### src/rtl/port_pkg.sv
// rtl/port_pkg.sv - shared defaults and helpers for router ports
package port_pkg;

  localparam int PORT_WORD_WIDTH    = 8;
  localparam int PORT_BUFFER_LENGTH = 8;
  localparam int PORT_NUM_VC        = 4;

  // Constant-evaluable ceil(log2(value)); returns 0 for value <= 1.
  function automatic int clog2(input int value);
    int result;
    int v;
    result = 0;
    v = value - 1;
    while (v > 0) begin
      result = result + 1;
      v = v >> 1;
    end
    return result;
  endfunction

endpackage

### src/rtl/vc_fifo.sv
// rtl/vc_fifo.sv - single virtual-channel circular buffer
// Ports:
//   clk_i, rstn_i   clock and synchronous active-low reset
//   push_i, data_i  store data_i at the write pointer (caller guarantees !full_o)
//   pop_i           advance the read pointer (caller guarantees !empty_o)
//   head_o          word at the read pointer
//   full_o, empty_o occupancy flags from the registered count
module vc_fifo
  import port_pkg::*;
#(
  parameter int DEPTH     = PORT_BUFFER_LENGTH,
  parameter int LOG_DEPTH = clog2(DEPTH),
  parameter int WIDTH     = PORT_WORD_WIDTH
) (
  input  logic             clk_i,
  input  logic             rstn_i,
  input  logic             push_i,
  input  logic [WIDTH-1:0] data_i,
  input  logic             pop_i,
  output logic [WIDTH-1:0] head_o,
  output logic             full_o,
  output logic             empty_o
);

  logic [WIDTH-1:0]     mem_q [DEPTH];
  logic [LOG_DEPTH-1:0] wr_ptr_q;
  logic [LOG_DEPTH-1:0] rd_ptr_q;
  // One extra bit so a completely full buffer is distinguishable from empty.
  logic [LOG_DEPTH:0]   count_q;

  always_ff @(posedge clk_i) begin
    if (!rstn_i) begin
      wr_ptr_q <= '0;
      rd_ptr_q <= '0;
      count_q  <= '0;
    end else begin
      if (push_i) wr_ptr_q <= wr_ptr_q + 1'b1;
      if (pop_i)  rd_ptr_q <= rd_ptr_q + 1'b1;
      case ({push_i, pop_i})
        2'b10:   count_q <= count_q + 1'b1;
        2'b01:   count_q <= count_q - 1'b1;
        default: count_q <= count_q;
      endcase
    end
  end

  // Storage needs no reset: pointers and count define what is valid.
  always_ff @(posedge clk_i) begin
    if (rstn_i && push_i) mem_q[wr_ptr_q] <= data_i;
  end

  assign head_o  = mem_q[rd_ptr_q];
  assign full_o  = (count_q == (LOG_DEPTH+1)'(DEPTH));
  assign empty_o = (count_q == '0);

endmodule

### src/rtl/vc_port.sv
// rtl/vc_port.sv - multi-VC router port with round-robin registered output
// Ports:
//   clk, rst (sync, active-low)
//   data_in, write_enable, vc_in   write link, steered by VC tag
//   read_enable                    downstream ready
//   data_out, vc_out, is_writing   registered output word, its VC, valid
//   full, vc_empty                 per-VC flags
//   empty                          all VCs empty and output stage idle
//   overflow                       one-cycle pulse after a dropped write
module vc_port
  import port_pkg::*;
#(
  parameter int BUFFER_LENGTH     = PORT_BUFFER_LENGTH,
  parameter int LOG_BUFFER_LENGTH = clog2(BUFFER_LENGTH),
  parameter int WORD_WIDTH        = PORT_WORD_WIDTH,
  parameter int NUM_VC            = PORT_NUM_VC,
  parameter int LOG_NUM_VC        = clog2(NUM_VC)
) (
  input  logic                  clk,
  input  logic                  rst,
  input  logic [WORD_WIDTH-1:0] data_in,
  input  logic                  write_enable,
  input  logic [LOG_NUM_VC-1:0] vc_in,
  input  logic                  read_enable,
  output logic [WORD_WIDTH-1:0] data_out,
  output logic [LOG_NUM_VC-1:0] vc_out,
  output logic                  is_writing,
  output logic [NUM_VC-1:0]     full,
  output logic [NUM_VC-1:0]     vc_empty,
  output logic                  empty,
  output logic                  overflow
);

  logic [WORD_WIDTH-1:0] head_w [NUM_VC];
  logic [NUM_VC-1:0]     push_w;
  logic [NUM_VC-1:0]     pop_w;
  logic [NUM_VC-1:0]     full_w;
  logic [NUM_VC-1:0]     empty_w;

  logic [LOG_NUM_VC-1:0] last_grant_q;
  logic [LOG_NUM_VC-1:0] grant_w;
  logic                  grant_valid_w;
  logic                  load_w;

  logic [WORD_WIDTH-1:0] data_out_q;
  logic [LOG_NUM_VC-1:0] vc_out_q;
  logic                  is_writing_q;
  logic                  overflow_q;

  // Output register can accept a new word when idle or being drained.
  assign load_w = !is_writing_q || read_enable;

  // Round-robin: first non-empty VC after the last grant, wrapping.
  always_comb begin
    logic [LOG_NUM_VC-1:0] cand;
    grant_w       = last_grant_q;
    grant_valid_w = 1'b0;
    cand          = last_grant_q;
    for (int k = 1; k <= NUM_VC; k++) begin
      cand = last_grant_q + LOG_NUM_VC'(k);
      if (!grant_valid_w && !empty_w[cand]) begin
        grant_w       = cand;
        grant_valid_w = 1'b1;
      end
    end
  end

  for (genvar i = 0; i < NUM_VC; i++) begin : g_vc
    // Full is taken from registered count, so a same-edge pop never frees space.
    assign push_w[i] = write_enable && (vc_in == LOG_NUM_VC'(i)) && !full_w[i];
    assign pop_w[i]  = load_w && grant_valid_w && (grant_w == LOG_NUM_VC'(i));

    vc_fifo #(
      .DEPTH    (BUFFER_LENGTH),
      .LOG_DEPTH(LOG_BUFFER_LENGTH),
      .WIDTH    (WORD_WIDTH)
    ) u_fifo (
      .clk_i  (clk),
      .rstn_i (rst),
      .push_i (push_w[i]),
      .data_i (data_in),
      .pop_i  (pop_w[i]),
      .head_o (head_w[i]),
      .full_o (full_w[i]),
      .empty_o(empty_w[i])
    );
  end

  always_ff @(posedge clk) begin
    if (!rst) begin
      data_out_q   <= '0;
      vc_out_q     <= '0;
      is_writing_q <= 1'b0;
      overflow_q   <= 1'b0;
      last_grant_q <= LOG_NUM_VC'(NUM_VC - 1);
    end else begin
      overflow_q <= write_enable && full_w[vc_in];
      if (load_w) begin
        if (grant_valid_w) begin
          data_out_q   <= head_w[grant_w];
          vc_out_q     <= grant_w;
          is_writing_q <= 1'b1;
          last_grant_q <= grant_w;
        end else begin
          is_writing_q <= 1'b0;
        end
      end
    end
  end

  assign data_out   = data_out_q;
  assign vc_out     = vc_out_q;
  assign is_writing = is_writing_q;
  assign overflow   = overflow_q;
  assign full       = full_w;
  assign vc_empty   = empty_w;
  assign empty      = (&empty_w) && !is_writing_q;

endmodule

### config.mk
export PLATFORM = sky130hd
export DESIGN_NAME = vc_port
export DESIGN_NICKNAME = d
export VERILOG_FILES = /design/src/rtl/port_pkg.sv /design/src/rtl/vc_fifo.sv /design/src/rtl/vc_port.sv
export SDC_FILE = /design/constraint.sdc
export NUM_CORES = 1
export LEC_CHECK = 0
export ABC_AREA = 1
export CORE_ASPECT_RATIO = 1.2
export CORE_MARGIN = 1
export CORE_UTILIZATION = 66
export CTS_BUF_LIST = sky130_fd_sc_hd__clkbuf_4
export DETAILED_ROUTE_END_ITERATION = 10
export DONT_BUFFER_PORTS = 1
export GPL_TIMING_DRIVEN = 0
export HOLD_SLACK_MARGIN = 0.08
export PLACE_DENSITY_LB_ADDON = 0.1
export SLEW_MARGIN = 30
export SYNTH_ARGS = -nofsm -noshare
export SYNTH_HDL_FRONTEND = slang
export SYNTH_SLANG_ARGS = --single-unit
### constraint.sdc
create_clock -name clk -period 3.8 [get_ports clk]
set_clock_uncertainty 0.1 [all_clocks]
set_input_delay 0.95 -clock clk [delete_from_list [all_inputs] [get_ports clk]]
set_output_delay 0.95 -clock clk [all_outputs]
set_load 0.02 [all_outputs]
==> impl_metrics.yaml, run 1 <==
place:
  number_of_cells_in_the_design_after_placement: 1542
  placement.io_buffers: 0
  routability_cong: 0.850
  detailed_place_hpwl_um: 20800
synthesis:
  seq_area_frac_synth_pct: 65.7
  synth_area_per_cell_um2: 10.8
  async_flop_share_pct: 0
  synthCells: 1275
  netlist_top_cells_area: "sky130_fd_sc_hd__edfxtp_1 56%, sky130_fd_sc_hd__dfxtp_1 9.6%, sky130_fd_sc_hd__nand2_1 7.1%"
  synth.yosys.warnings: 0
  synth_area_leader_cell: "sky130_fd_sc_hd__edfxtp_1"
  synth-seq-cells: 322
  synth.most_common_cell: "sky130_fd_sc_hd__nand2_1"
  synth-edff-count: 256
  netlist_area_um2: 13700
  synth-main-ff-cell: "sky130_fd_sc_hd__edfxtp_1"
  yosys.cell_types.count: 41
  netlist_top_cells_count: "260 x sky130_fd_sc_hd__nand2_1, 256 x sky130_fd_sc_hd__edfxtp_1, 153 x sky130_fd_sc_hd__nand3_1, 94 x sky130_fd_sc_hd__nor2_1, 90 x sky130_fd_sc_hd__a21oi_1"
  post_syn_nets: 1309
  netlist.area_leader.share_pct: 56.0
layout:
  finish.utilization_pct: 74.5
  final-instance-count-excl-fill: 1680
  nets: 1389
  area.growth.synth_to_final_pct: 10.4
  fraction_of_final_layout_cells_with_drive_strength_greater_than_1_pct: 12.7
  fillCellCount: 1414
critical_path:
  timing_worst_setup_path_type: "reg2reg"
  crit_cells: 8
  crit_chain: "nor2_1 -> nand3_1 -> inv_1 -> nor4_1 -> inv_1 -> nor2_1 -> nand2_1 -> nor2_1"
  crit_path_max_incr_delay_ns: 0.65
  setup.worst_path.start_class: "flop"
  critPathCaptureType: "flop"
  cpMostUsedCell: "sky130_fd_sc_hd__nor2_1"
  r2r_setup_slack_ns: 0.60
  path_max_fanout: 8
  cp.required_ns: 3.97
  reg2regPathDepth: 8
  crit_family: "simple AND/OR/NAND/NOR gates"
  arrival_ns: 3.37
  cp.buffers_inverters: 2
  crit_path_top_delay_cell: "sky130_fd_sc_hd__nor2_1"
global_route:
  first_global_vias: 9575
  grt_max_degree: 33
  grt_pass1_wl_um: 49300
  global_route.usage.total_pct: 30.7
  grt-ovfl-total: 0
  number_of_antenna_violations_at_the_first_check_in_global_routing: 1
pwr:
  vdd.ir_drop.worst_mv: 0.690
  power.density_cell_area_nw_per_um2: 742
  total_leakage_power_nw: 5.69
clocking:
  insertion_delay_ns: 0.67
  cts.htree.levels: 3
  clock_tree_from_tritoncts: "yes"
  root_buffer: "sky130_fd_sc_hd__clkbuf_4"
  cts_buffers: 76
  cts_setup_buffers: 0
  cts_resized: 0
  cts.hold.buffers_added: 0
  max-clock-path-buffers: 3
  worst_setup_hold_path_clk_slew_ns: 0.06
  cts_sinks: 322
route:
  detailroute.via_count: 9774
  drt-pass1-iter-count: 5
  first_iter_violations: 861
  viasPerCell: 5.82
  wl_um: 31600
  drc_violations: 0
  ant_nets: 0
  post_drt_wl_per_cell_um: 18.8
timing:
  worst-slew-pin-transition_ns: 0.906
  timing_hold_violations_final: 0
  final_min_period_over_clock_period_pct: 84.2
  setup_violations_final: 0
  layout_min_cycle_time_ns: 3.20
  grt_setup_unrepaired: "false"
  timing.final.max_slew_violations: 0
  timing.hold.ws_ns: 0.274
  max_clock_freq_mhz: 313
  max-slew-margin-rel_pct: 39.1
floorplanning:
  core_um2: 20300
  fp.dieH_um: 160
  design.die.area_um2: 21400
  top_level_ports: 35
  fp-row-count: 57
  floorplan.die.width_um: 134
  initial_core_util_pct: 67.5
hold_path:
  hp-class: "in2reg"
  min_path_cells: 0
flow_run:
  count_of_max_cap_constraint_violations: 0
run_status:
  status: "finished, final reports clean"
[power breakdown]
group / leakage [nW] / switching, mW / total [mW] / internal (mW)
combinational: 2.23 / 2.72 / 4.15 / 1.43
sequential: 2.84 / 0.217 / 4.21 / 3.99
clock: 0.612 / 1.31 / 2.88 / 1.58
[sequential cells by signal, indices dropped and copies added, names as in the netlist, named ones only]
name	count
g_vc.u_fifo.wr_ptr_q	12
g_vc.u_fifo.count_q	16
is_writing	1
g_vc.u_fifo.rd_ptr_q	12
data_out	8
g_vc.u_fifo.mem_q	256
last_grant_q	2
overflow	1
vc_out	2
[metrics by stage]
step	area [µm²]	setup TNS, ns	total power, mW	setup WS (ns)
finish	15100	0	11.2	0.600
global route	15100	0	11.9	0.408
CTS	15100	0	11.2	0.618
detailed placement	14100	0	8.36	0.231
global placement	14100	-2.61	8.25	-0.0877
floorplan	13700	0	7.43	0.688
[worst reg2reg max path, stage by stage (launching register included)]
cell and delay, ns:
sky130_fd_sc_hd__dfxtp_1 0.45, sky130_fd_sc_hd__nor2_1 0.11, sky130_fd_sc_hd__nand3_1 0.11, sky130_fd_sc_hd__inv_1 0.07
sky130_fd_sc_hd__nor4_1 0.62, sky130_fd_sc_hd__inv_1 0.35, sky130_fd_sc_hd__nor2_1 0.21, sky130_fd_sc_hd__nand2_1 0.13
sky130_fd_sc_hd__nor2_1 0.65
[final timing paths]
| kind | start | endpoint |
|---|---|---|
| min reg2reg | g_vc[1].u_fifo.count_q[3]$_SDFFE_PN0P_ | g_vc[1].u_fifo.count_q[3]$_SDFFE_PN0P_ |
| max | g_vc[2].u_fifo.count_q[1]$_SDFFE_PN0P_ | g_vc[2].u_fifo.mem_q[7][5]$_DFFE_PP_ |
| max reg2reg | g_vc[2].u_fifo.count_q[1]$_SDFFE_PN0P_ | g_vc[2].u_fifo.mem_q[7][5]$_DFFE_PP_ |
| min | data_in[5] | g_vc[3].u_fifo.mem_q[5][5]$_DFFE_PP_ |
[logic make-up after synthesis]
family,count (synthesis),synth area share (%)
AOI/OAI and AO/OA,209,8.61
xor gates and xnor gates,21,1.40
adders and majority gates,20,1.82
buffers and inverters,153,4.72
DFF,322,65.7
and+or+nand+nor,550,17.8
[metal layers]
| layer | routed length, µm | global-route usage [%] | share of wire [%] |
|---|---|---|---|
| met5 | 0 | 0 | 0 |
| met4 | 833 | 11.8 | 2.6 |
| met3 | 2430 | 6.86 | 7.7 |
| met2 | 15600 | 50.7 | 49 |
| met1 | 12800 | 39.6 | 40 |
[cell usage in the layout (no fill, tap or decap), types with 10 or more instances in the layout]
cell                       count
sky130_fd_sc_hd__nand2_1     260
sky130_fd_sc_hd__edfxtp_1    256
sky130_fd_sc_hd__nand3_1     153
sky130_fd_sc_hd__clkbuf_4    121
sky130_fd_sc_hd__nor2_1       94
sky130_fd_sc_hd__a21oi_1      90
sky130_fd_sc_hd__inv_1        86
sky130_fd_sc_hd__o21ai_0      76
sky130_fd_sc_hd__dfxtp_1      66
sky130_fd_sc_hd__clkbuf_1     46
sky130_fd_sc_hd__ha_1         20
sky130_fd_sc_hd__xor2_1       15
sky130_fd_sc_hd__clkinv_1     13
sky130_fd_sc_hd__buf_4        10
[final cells by class]
type / count / area (µm²) / area share [%]
antenna: 1 / 2.50 / 0.0165
buffer: 63 / 308 / 2.03
clock buffer: 121 / 908 / 6.00
clock inverter: 16 / 113 / 0.744
inverter: 90 / 340 / 2.25
multi-input combinational: 800 / 4120 / 27.2
sequential: 322 / 9010 / 59.5
tap: 265 / 332 / 2.19
timing repair buffer: 2 / 10.0 / 0.0661
Note: power is estimated with default switching activity, not from simulation.
==> run 2, diff against run 1 <==
--- a/config.mk
+++ b/config.mk
@@ -8,7 +8,7 @@
 export ABC_AREA = 1
 export CORE_ASPECT_RATIO = 1.2
 export CORE_MARGIN = 1
-export CORE_UTILIZATION = 66
+export CORE_UTILIZATION = 60
 export CTS_BUF_LIST = sky130_fd_sc_hd__clkbuf_4
 export DETAILED_ROUTE_END_ITERATION = 10
 export DONT_BUFFER_PORTS = 1
==> constraint.sdc (replaced) <==
create_clock -name clk -period 2.8 [get_ports clk]
set_clock_uncertainty 0.1 [all_clocks]
set_input_delay 0.7 -clock clk [delete_from_list [all_inputs] [get_ports clk]]
set_output_delay 0.7 -clock clk [all_outputs]
set_load 0.02 [all_outputs]
==> run 2 against run 1 <==
The flow now finishes with violations (setup timing). Sequential share of layout area is 2.3 points lower. Register-to-register slack worse by 0.61 ns. Wire length is 1.7% higher. Worst hold slack worse by 0.11 ns. Die area is 9.9% higher. Utilization is 4.2 points lower. Cell area is 4.2% higher. Count of clock-buffer cells in the layout is 11 lower. Critical path type unchanged. Critical endpoint is now g_vc[1].u_fifo.mem_q[2][2]$_DFFE_PP_. Largest power group is now combinational logic. Highest routed layer unchanged.
==> impl_metrics.yaml, run 2 (same netlist as run 1, synthesis figures left out) <==
run_status:
  status: "finished, violations left"
  violations: "setup timing"
floorplanning:
  design.die.area_um2: 23500
  top_level_ports: 35
  floorplan.die.width_um: 140
  initial_core_util_pct: 61.1
  core_um2: 22400
  fp.dieH_um: 168
  fp-row-count: 60
flow_run:
  count_of_max_cap_constraint_violations: 0
critical_path:
  arrival_ns: 3.00
  critPathCaptureType: "flop"
  path_max_fanout: 8
  reg2regPathDepth: 7
  setup.worst_path.start_class: "flop"
  timing_worst_setup_path_type: "reg2reg"
  timing.rr.start: "g_vc[1].u_fifo.count_q[0]$_SDFFE_PN0P_"
  r2r_setup_slack_ns: -0.01
  endpoint_of_the_worst_slack_reg_to_reg_timing_path: "g_vc[1].u_fifo.mem_q[2][2]$_DFFE_PP_"
  cp.required_ns: 2.99
clocking:
  max-clock-path-buffers: 3
  worst_setup_hold_path_clk_slew_ns: 0.07
  cts_buffers: 78
  cts_sinks: 322
  cts.htree.levels: 3
  clock_tree_from_tritoncts: "yes"
  root_buffer: "sky130_fd_sc_hd__clkbuf_4"
  insertion_delay_ns: 0.67
timing:
  max_clock_freq_mhz: 356
  max-slew-margin-rel_pct: 41.0
  fin_tns_setup_ns: -0.0733
  layout_min_cycle_time_ns: 2.81
  setup_slack_ns: -0.0127
  final_min_period_over_clock_period_pct: 100
  grt_setup_unrepaired: "true"
  worst-slew-pin-transition_ns: 0.882
  timing_hold_violations_final: 0
  timing.final.max_slew_violations: 0
  setup_violations_final: 9
hold_path:
  min_path_cells: 3
  worstHoldEndpoint: "vc_out[1]$_SDFFE_PN0P_"
  hp-class: "in2reg"
  holdCritStartpoint: "read_enable"
layout:
  regMostFlops: "g_vc.u_fifo.mem_q"
  fillCellCount: 1635
  final_common_cell: "sky130_fd_sc_hd__nand2_1"
  fraction_of_final_layout_cells_with_drive_strength_greater_than_1_pct: 16.1
  nets: 1411
  most_frequent_cells_in_the_layout: "259 x sky130_fd_sc_hd__nand2_1, 256 x sky130_fd_sc_hd__edfxtp_1, 143 x sky130_fd_sc_hd__nand3_1"
  final-instance-count-excl-fill: 1716
  finish.utilization_pct: 70.3
  biggestRegsByFlops: "g_vc.u_fifo.mem_q x256, g_vc.u_fifo.count_q x16"
  area.growth.synth_to_final_pct: 15.0
  largest_reg_flops: 256
place:
  detailed_place_hpwl_um: 20300
  routability_cong: 0.841
  placement.io_buffers: 0
  place_ws_ns: -0.541
  number_of_cells_in_the_design_after_placement: 1555
global_route:
  global_route.usage.total_pct: 27.6
  number_of_antenna_violations_at_the_first_check_in_global_routing: 1
  grt-ovfl-total: 0
  first_global_vias: 9490
  grt_max_degree: 33
  grt_pass1_wl_um: 48900
route:
  detailroute.via_count: 9812
  ant_nets: 0
  drt-pass1-iter-count: 5
  drc_violations: 0
  first_iter_violations: 639
  post_drt_wl_per_cell_um: 18.7
  viasPerCell: 5.72
  wl_um: 32200
pwr:
  vdd.ir_drop.worst_mv: 0.897
  total_leakage_power_nw: 5.87
  total_power_mw: 16.1
  power.density_cell_area_nw_per_um2: 1020
==> run 2: cell count changes in the layout (fill, tap and decap cells not counted), sizes merged <==
cell | before | now
buf | 19 | 37
clkinv | 13 | 27
clkbuf | 167 | 157
dlygate4sd3 | 0 | 1
inv | 91 | 90
==> run 2: worst max path at each step <==
stage	from	to	slack, ns	cells past startpoint
3_5_place_dp	write_enable	g_vc[0].u_fifo.mem_q[1][6]$_DFFE_PP_	-0.54	6
5_1_grt	g_vc[2].u_fifo.count_q[2]$_SDFFE_PN0P_	g_vc[3].u_fifo.count_q[3]$_SDFFE_PN0P_	-0.18	17
6_report	g_vc[1].u_fifo.count_q[0]$_SDFFE_PN0P_	g_vc[1].u_fifo.mem_q[2][2]$_DFFE_PP_	-0.01	7
2_1_floorplan	vc_in[1]	g_vc[3].u_fifo.count_q[2]$_SDFFE_PN0P_	0.11	10
4_1_cts	g_vc[2].u_fifo.count_q[0]$_SDFFE_PN0P_	empty	0.01	3
3_3_place_gp	write_enable	g_vc[0].u_fifo.mem_q[0][4]$_DFFE_PP_	-0.84	6
==> run 2: per-stage QoR <==
stage          cell area [µm²]  hold WS (ns)
3_3_place_gp             14100         0.364
2_1_floorplan            13700         0.352
3_5_place_dp             14100         0.370
4_1_cts                  15400         0.134
5_1_grt                  15800         0.151
6_report                 15800         0.162
==> run 2: cell type report <==
type	count	area, µm²	area share, %
clock inverters	29	163	1.03
diodes	1	2.50	0.0159
clock buffers	110	826	5.23
repair buffers	22	295	1.87
multi-input cells	800	4440	28.2
well taps	279	349	2.21
inverters	90	353	2.24
plain buffers	63	322	2.04
flip-flops and latches	322	9020	57.2
==> run 2: report_power, final <==
part	internal, mW	total [mW]	switching [mW]
logic	2.51	6.55	4.04
registers	5.43	5.79	0.363
clock network	2.00	3.81	1.81
==> run 2: worst max-delay path: stages (launching register included) <==
cell	delay (ns)
sky130_fd_sc_hd__dfxtp_1	0.46
sky130_fd_sc_hd__nor2_4	0.09
sky130_fd_sc_hd__nand3_1	0.11
sky130_fd_sc_hd__inv_1	0.08
sky130_fd_sc_hd__nor4_2	0.38
sky130_fd_sc_hd__inv_1	0.21
sky130_fd_sc_hd__or2_1	0.36
sky130_fd_sc_hd__nor3_2	0.65
==> run 2: per-layer routing <==
metal  GRT usage [%]  up-vias  routed length, µm
li1                -     4717                  -
met1            35.2     4688              13600
met2            46.5      343              15800
met3            5.20       64               1890
met4            11.4        0                845
met5               0        -                  0
==> run 2: repair_timing <==
action	CTS	global route
hold buffers	9	0
gates resized for setup	15	69
setup endpoints to repair	204	168
gates cloned	0	1
pin swaps	7	8
buffers inserted	5	6
endpoints found under the hold margin	257	0
